### config.mk
export PLATFORM = sky130hd
export DESIGN_NAME = apb_slave_responder
export DESIGN_NICKNAME = d
export VERILOG_FILES = /design/src/rtl/apb_slave_responder.sv
export SDC_FILE = /design/constraint.sdc
export NUM_CORES = 1
export LEC_CHECK = 0
export CORE_MARGIN = 1
export CORE_UTILIZATION = 32
export CTS_CLUSTER_DIAMETER = 40
export DETAILED_ROUTE_END_ITERATION = 10
export PLACE_DENSITY = 0.54
export RECOVER_POWER = 100
export SLEW_MARGIN = 15
export SYNTH_ARGS = -nofsm -noshare
export SYNTH_HDL_FRONTEND = slang
export SYNTH_SLANG_ARGS = --single-unit
### constraint.sdc
create_clock -name pclk -period 5.2 [get_ports pclk]
set_input_delay 1.04 -clock pclk [delete_from_list [all_inputs] [get_ports pclk]]
set_output_delay 1.04 -clock pclk [all_outputs]
set_load 0.01 [all_outputs]
### src/rtl/apb_slave_responder.sv
// APB slave with a small byte-strobed register memory and programmable wait states.
// Optional macro APB_SLAVE_PROT_CHECK_EN rejects unprivileged writes (pprot[0]=0) with pslverr.
module apb_slave_responder #(
  parameter int          ADDRESS_WIDTH = 32,
  parameter int          DATA_WIDTH    = 32,
  parameter int          MEM_DEPTH     = 16,
  parameter logic [31:0] BASE_ADDR     = 32'h0
) (
  input  logic                      pclk,
  input  logic                      preset_n,
  input  logic                      psel,
  input  logic                      penable,
  input  logic                      pwrite,
  input  logic [ADDRESS_WIDTH-1:0]  paddr,
  input  logic [DATA_WIDTH-1:0]     pwdata,
  input  logic [DATA_WIDTH/8-1:0]   pstrb,
  input  logic [2:0]                pprot,
  input  logic [3:0]                wait_states,
  output logic                      pready,
  output logic [DATA_WIDTH-1:0]     prdata,
  output logic                      pslverr
);

  localparam int STRB_W = DATA_WIDTH / 8;
  localparam int IDX_W  = (MEM_DEPTH > 1) ? $clog2(MEM_DEPTH) : 1;
  localparam logic [ADDRESS_WIDTH-1:0] BASE = ADDRESS_WIDTH'(BASE_ADDR);
  localparam logic [ADDRESS_WIDTH:0]   SPAN = (ADDRESS_WIDTH + 1)'(4 * MEM_DEPTH);

  localparam logic [1:0] IDLE  = 2'd0;
  localparam logic [1:0] WAIT  = 2'd1;
  localparam logic [1:0] READY = 2'd2;

  function automatic logic [DATA_WIDTH-1:0] merge_bytes(
    input logic [DATA_WIDTH-1:0] old_word,
    input logic [DATA_WIDTH-1:0] new_word,
    input logic [STRB_W-1:0]     strb
  );
    logic [DATA_WIDTH-1:0] r;
    r = old_word;
    for (int b = 0; b < STRB_W; b++) begin
      if (strb[b]) r[8*b +: 8] = new_word[8*b +: 8];
    end
    return r;
  endfunction

  logic [1:0]              state;
  logic [3:0]              cnt;
  logic [DATA_WIDTH-1:0]   mem [MEM_DEPTH];

  logic [IDX_W-1:0]        idx_p0;
  logic                    wr_p0;
  logic                    err_p0;
  logic [DATA_WIDTH-1:0]   wdata_p0;
  logic [STRB_W-1:0]       strb_p0;

  logic [ADDRESS_WIDTH-1:0] offset;
  logic [IDX_W-1:0]         idx_in;
  logic                     addr_err;
  logic                     prot_err;
  logic                     req_err;
  logic                     setup;

  assign offset   = paddr - BASE;
  assign idx_in   = offset[IDX_W+1:2];
  assign addr_err = (paddr < BASE) || ({1'b0, offset} >= SPAN) || (paddr[1:0] != 2'b00);

`ifdef APB_SLAVE_PROT_CHECK_EN
  logic unused_prot;
  assign prot_err    = pwrite & ~pprot[0];
  assign unused_prot = ^pprot[2:1];
`else
  logic unused_prot;
  assign prot_err    = 1'b0;
  assign unused_prot = ^pprot;
`endif

  assign req_err = addr_err | prot_err;
  assign setup   = (state == IDLE) && psel && !penable;
  assign pready  = (state == READY);

  // request capture: setup-phase fields held for the rest of the transfer
  always_ff @(posedge pclk) begin
    if (setup) begin
      idx_p0   <= idx_in;
      wr_p0    <= pwrite;
      wdata_p0 <= pwdata;
      strb_p0  <= pstrb;
      err_p0   <= req_err;
    end
  end

  // control: FSM, wait counter, response registers and storage
  always_ff @(posedge pclk or negedge preset_n) begin
    if (!preset_n) begin
      state   <= IDLE;
      cnt     <= 4'd0;
      prdata  <= '0;
      pslverr <= 1'b0;
      for (int i = 0; i < MEM_DEPTH; i++) mem[i] <= '0;
    end else begin
      case (state)
        IDLE: begin
          if (setup) begin
            if (wait_states == 4'd0) begin
              state   <= READY;
              prdata  <= (!pwrite && !req_err) ? mem[idx_in] : '0;
              pslverr <= req_err;
            end else begin
              state <= WAIT;
              cnt   <= wait_states;
            end
          end
        end
        WAIT: begin
          cnt <= cnt - 4'd1;
          if (!psel) begin
            state <= IDLE;
            cnt   <= 4'd0;
          end else if (cnt == 4'd1) begin
            state   <= READY;
            prdata  <= (!wr_p0 && !err_p0) ? mem[idx_p0] : '0;
            pslverr <= err_p0;
          end
        end
        READY: begin
          // psel low aborts; psel with penable completes; psel without penable holds
          if (!psel || penable) begin
            state   <= IDLE;
            prdata  <= '0;
            pslverr <= 1'b0;
            if (psel && wr_p0 && !err_p0)
              mem[idx_p0] <= merge_bytes(mem[idx_p0], wdata_p0, strb_p0);
          end
        end
        default: begin
          state   <= IDLE;
          prdata  <= '0;
          pslverr <= 1'b0;
        end
      endcase
    end
  end

endmodule

# [After elaboration in Yosys (flattened, before gate mapping)]
# Cells that the tools add are included.
[classes] n_div=0 bitwise=2 shifts=0 n_reduce_logical=24 n_lt_le_gt_ge=5 n_eq_ne=10 n_mux=49 mul=0 add_sub_neg=1
[ops] operator="$bwmux W512" count=1
[ops] operator="$mux W32" count=12
[ops] operator="$bmux W32 S4" count=2
[ops] operator="$demux W32 S4" count=1
[ops] operator="$mux W8" count=16
[ops] operator="$pmux W32 S3" count=1
[ops] operator="$ge A32 B7 Y1 const B" count=1
[ops] operator="$lt A32 B1 Y1 const B" count=1
[ops] operator="$mux W4" count=3
[ops] operator="$ge A5 B5 Y1 const B" count=2
[ops] operator="$mux W2" count=5
[ops] operator="$not A4 Y5" count=2
[ops] operator="$reduce_and A3 Y1" count=3
[ops] operator="$ne A2 B2 Y1 const B" count=4
[ops] operator="$pmux W4 S2" count=1
[ops] operator="$logic_and A1 B1 Y1" count=7
[ops] operator="$logic_not A1 Y1" count=6
[ops] operator="$pmux W2 S3" count=1
[ops] operator="$lt A5 B1 Y1 const B" count=1
[ops] operator="$mux W1" count=5
[ops] operator="$reduce_and A5 Y1" count=1
[ops] operator="$eq A4 B1 Y1 const B" count=1
[ops] operator="$logic_not A4 Y1" count=1
[ops] operator="$ne A2 B1 Y1 const B" count=2
[ops] operator="8 further kinds" count=11
[totals] ram_bits=0 elab_cells=116 ff_bits=593 latch_bits=0 n_memories=0 rom_bits=0 input_bits=80 output_inout_bits=34

# [Logic depth before layout (Yosys ltp)]
[logic_depth] ltp_word=9 ltp_mapped=10 depth_no_buf=7

# [Worst setup path before layout]
# OpenSTA, ideal clock, no wires.
[synth_timing] kind="input-to-reg" from="input port penable" to="register prdata[12]" n_path_buf=3 required_ns=5.120 cell_stages=8 setup_time_ns=0.080 arrival_time_ns=3.888 slack_ns=1.231 path_cell_list="nor4b_4 -> a22oi_2 -> and2_1 -> buf_2 -> or3_1 -> buf_2 -> buf_6 -> o211ai_2"
[synth_via] elab_chain_cells=4 word_cells_on_any_way=6 cone_classes="eq/ne (2); reduce/logical (4)"
[synth_lines] element="from (decl)" line_no="12" source="input logic penable,"
[synth_lines] element="$logic_not A1 Y1" line_no="78" source="assign setup = (state == IDLE) && psel && !penable;"
[synth_lines] element="$logic_and A1 B1 Y1" line_no="78"
[synth_lines] element="$ne A2 B2 Y1 (no line)"
[synth_lines] element="$reduce_and A5 Y1 (no line) *"
[synth_lines] element="to (signal assigned)" line_no="106" source="prdata <= (!pwrite && !req_err) ? mem[idx_in] : '0;"
[synth_lines] element="to (signal assigned)" line_no="121" source="prdata <= (!wr_p0 && !err_p0) ? mem[idx_p0] : '0;"
[synth_lines] element="to (decl)" line_no="20" source="output logic [DATA_WIDTH-1:0] prdata,"
# Every way passes the cells marked *; elsewhere a longest branch is shown, timed or not.
# A chain may end at the register's enable or synchronous reset.

# [Final worst setup path]
[layout_timing] from="input port wait_states[1]" to="register prdata[31]"
[layout_via] elab_chain_cells=3
[layout_lines] element="from (decl)" line_no="18" source="input logic [3:0] wait_states,"
[layout_lines] element="$logic_not A4 Y1" line_no="104" source="if (wait_states == 4'd0) begin"
[layout_lines] element="$ne A2 B1 Y1 (no line)"
[layout_lines] element="$reduce_and A5 Y1 (no line)"
# Every way passes these cells.

==> results.ini <==
[sta]
finalWorstSetupSlack_ps = 902
finalHoldViolations = 0
finalHoldWorstSlack_ps = 487
worst_pin_slew_ps = 3040
min_period_ps = 4300
finalSetupTns_ps = 0
max_slew_margin_pct = -103
finalMaxSlewViolations = 284
achievable_frequency_mhz = 233
unrepaired_setup_endpoints_after_global_routing = no
fin_crit_sh_pct = 82.6
setup_viol_count_final = 0
final.setup_skew_ps = 30.6

[detailed_routing]
detail_route.vias_per_cell = 5.48
post-route-drc-count = 0
final_antenna_net_count = 0
drt_first_iter_violations = 2087
avgRoutedWirePerCell_um = 23.7
detailedRoute.firstPassIterationCount = 5
drt-total-wl_um = 103000
routed-via-count = 23800

[yosys]
synth_largest_area_cell = sky130_fd_sc_hd__dfrtp_1
netlist.area_leader.share_pct = 44.2
post-synth-top-count-cell = sky130_fd_sc_hd__dfrtp_1
synth.lib_cells_used.distinct = 70
postSynthRegisterBits = 593
post_synth_most_frequent_cells = 551 x sky130_fd_sc_hd__dfrtp_1, 435 x sky130_fd_sc_hd__nor2_1, 375 x sky130_fd_sc_hd__a21oi_1
number_of_synthesized_flops_with_an_enable_pin = 42
synth_nets = 3036
synth-seq-area-share_pct = 48.2
synth.top_cells.by_area = sky130_fd_sc_hd__dfrtp_1 44%, sky130_fd_sc_hd__mux4_2 9.5%, sky130_fd_sc_hd__mux2i_1 6.2%
synthesis.area_per_instance_um2 = 10.6
post_synth_inst_count = 2954
yosys_most_used_dff = sky130_fd_sc_hd__dfrtp_1
proportion_of_register_bits_with_asynchronous_set_or_reset_after_synthesis_pct = 92.9
synth-warning-count = 0
mappedNetlistArea_mm2 = 0.0312

[critical_path]
critPathMaxFanout = 36
critical_path_required_ps = 5790
cp-startpoint = wait_states[1]
r2r_setup_slack_ps = 960
regToRegStartpoint = idx_p0[1]
cpPeakStageDelay_ps = 780
cpMaxStageDelayCell = sky130_fd_sc_hd__clkbuf_1
crit_path_start_kind = primary input
critical_path_arrival_ps = 4890
worstPathCellList = dlygate4sd3_1, nor4_1, a22oi_1, and2_2, clkbuf_2, nor4_4, clkbuf_1, a211o_1
cp_capture_type = register
crit_type = primary input to register

[clocking]
clock_tree.buffer_depth = 3
clk_root_buffer_cell = sky130_fd_sc_hd__clkbuf_16
holdBufCountCts = 0
tritoncts = done
cts_buffer_count = 100
cts.sinks = 593
insertion_delay_ps = 680
ctsResizeCount = 0
path_clk_slew_ps = 50
cts-htree-levels = 3
post_cts_buffers = 0

[layout]
final_design_area_no_fill_mm2 = 0.0371
final_core_utilization_pct = 38.3
final-seq-area_mm2 = 0.0150
fillCellCount = 9497
layout.nets = 3070
area.growth.synth_to_final_pct = 18.7
layoutNonFillerInstCount = 4349
final_layout_size_suffix_gt1_share_pct = 17.4
multi_input_area_mm2 = 0.0149

[job]
drv_cap = 8

[floorplan]
fp.coreArea_mm2 = 0.0967
die_width_um = 314
placementRows = 114
boundaryPins = 114
dieHeight_um = 314
initial_utilization_pct = 32.3
die_area_mm2 = 0.0988

[power]
power.leakage_nw = 16.1
post-layout-total-power_mw = 12.5
vdd.ir_drop.worst_mv = 0.233
power_density_mw_per_mm2 = 336

[placement]
placedCellCount = 4162
preCtsSetupSlack_ps = 1170
place_congestion = 0.823
placed_cell_areas_mm2 = 0.0337
hpwlAfterDp_um = 64000
buffer_ports.inserted = 110

[global_route]
grt_overflow_total = 0
maximum_number_of_pins_on_one_net_before_global_route_repair = 105
global_route.usage.total_pct = 20.9
grt_first_pass_wirelength_um = 155000
first_global_vias = 23400
initial_antenna_violation_count = 2

[min_path]
worst_hold_startpoint = pslverr
min-delay-path-class = register to register

[status]
violated_checks = capacitance limit, slew limit
outcome = finished with violations

[cells in the final DEF (no fill, tap or decap), types with 23 or more instances in the layout]
master,Yosys,routed
sky130_fd_sc_hd__o22ai_1,28,28
sky130_fd_sc_hd__nor2b_1,40,36
sky130_fd_sc_hd__mux4_2,132,132
sky130_fd_sc_hd__o32ai_1,24,24
sky130_fd_sc_hd__a211oi_1,45,45
sky130_fd_sc_hd__mux2i_1,193,193
sky130_fd_sc_hd__buf_4,13,58
sky130_fd_sc_hd__edfxtp_1,42,42
sky130_fd_sc_hd__a32oi_1,27,27
sky130_fd_sc_hd__a21oi_1,375,375
sky130_fd_sc_hd__clkdlybuf4s50_1,0,32
sky130_fd_sc_hd__clkbuf_1,119,23
sky130_fd_sc_hd__o21ai_0,168,178
sky130_fd_sc_hd__dlygate4sd3_1,0,75
sky130_fd_sc_hd__a22oi_1,74,75
sky130_fd_sc_hd__dfrtp_1,551,551
sky130_fd_sc_hd__nand3_1,40,39
sky130_fd_sc_hd__mux2_2,104,104
sky130_fd_sc_hd__a22o_1,46,46
sky130_fd_sc_hd__nand2_1,193,193
sky130_fd_sc_hd__nor2_1,435,429
sky130_fd_sc_hd__clkbuf_16,0,101
[layer usage]
layer  global-route usage [%]  routed length, um  vias to the layer above
met5                        0                  0                        -
met4                     6.85               2720                        0
met3                     3.30               6370                      151
met2                     32.2              47200                      736
met1                     29.8              46800                    12000
li1                         -                  -                    10900
[kinds of logic after synthesis]
group,synth area share (%)
AND/OR/NAND/NOR,11.0
XOR/XNOR,0.0281
buffers and inverters,4.30
flip-flops,48.2
AO/OA/AOI/OAI,16.7
multiplexers,19.7
adder cells (fa/ha/maj),0.0802
[sequential cells by signal (all words and copies together), names as in the netlist, 2 cells and up]
| register | flops |
|---|---|
| cnt | 4 |
| idx_p0 | 4 |
| mem | 512 |
| prdata | 32 |
| state | 2 |
| strb_p0 | 4 |
| wdata_p0 | 32 |
[path summary, 6_finish.rpt]
check	end	cells past startpoint
hold reg to reg	pslverr	2
max in group asynchronous	mem[209]	2
setup / recovery	prdata[31]	8
hold / removal	pslverr	2
setup reg to reg	mem[71]	6
min in group asynchronous	mem[332]	1
[cell type report]
| type | count | area share (%) |
|---|---|---|
| flip-flops and latches | 593 | 40.6 |
| multi-input cells | 2081 | 40.1 |
| clock buffers | 121 | 7.29 |
| repair buffers | 208 | 5.46 |
| well taps | 1276 | 4.31 |
| clock inverters | 65 | 2.17 |
| inverters | 4 | 0.0439 |
| diodes | 1 | 0.00675 |
[worst max-delay path: cells and delay by family]
kind                   cells  cell delay [ps]
buffers and inverters      3             1960
AO/OA/AOI/OAI              2              560
AND/OR/NAND/NOR            3             1320
[power by group]
part           leakage, nW  switching, mW  internal (mW)
clock network         1.70           2.52           4.34
logic                 6.37          0.559          0.277
registers             8.07         0.0497           4.72
No activity file was read; power rests on OpenSTA's default activity.
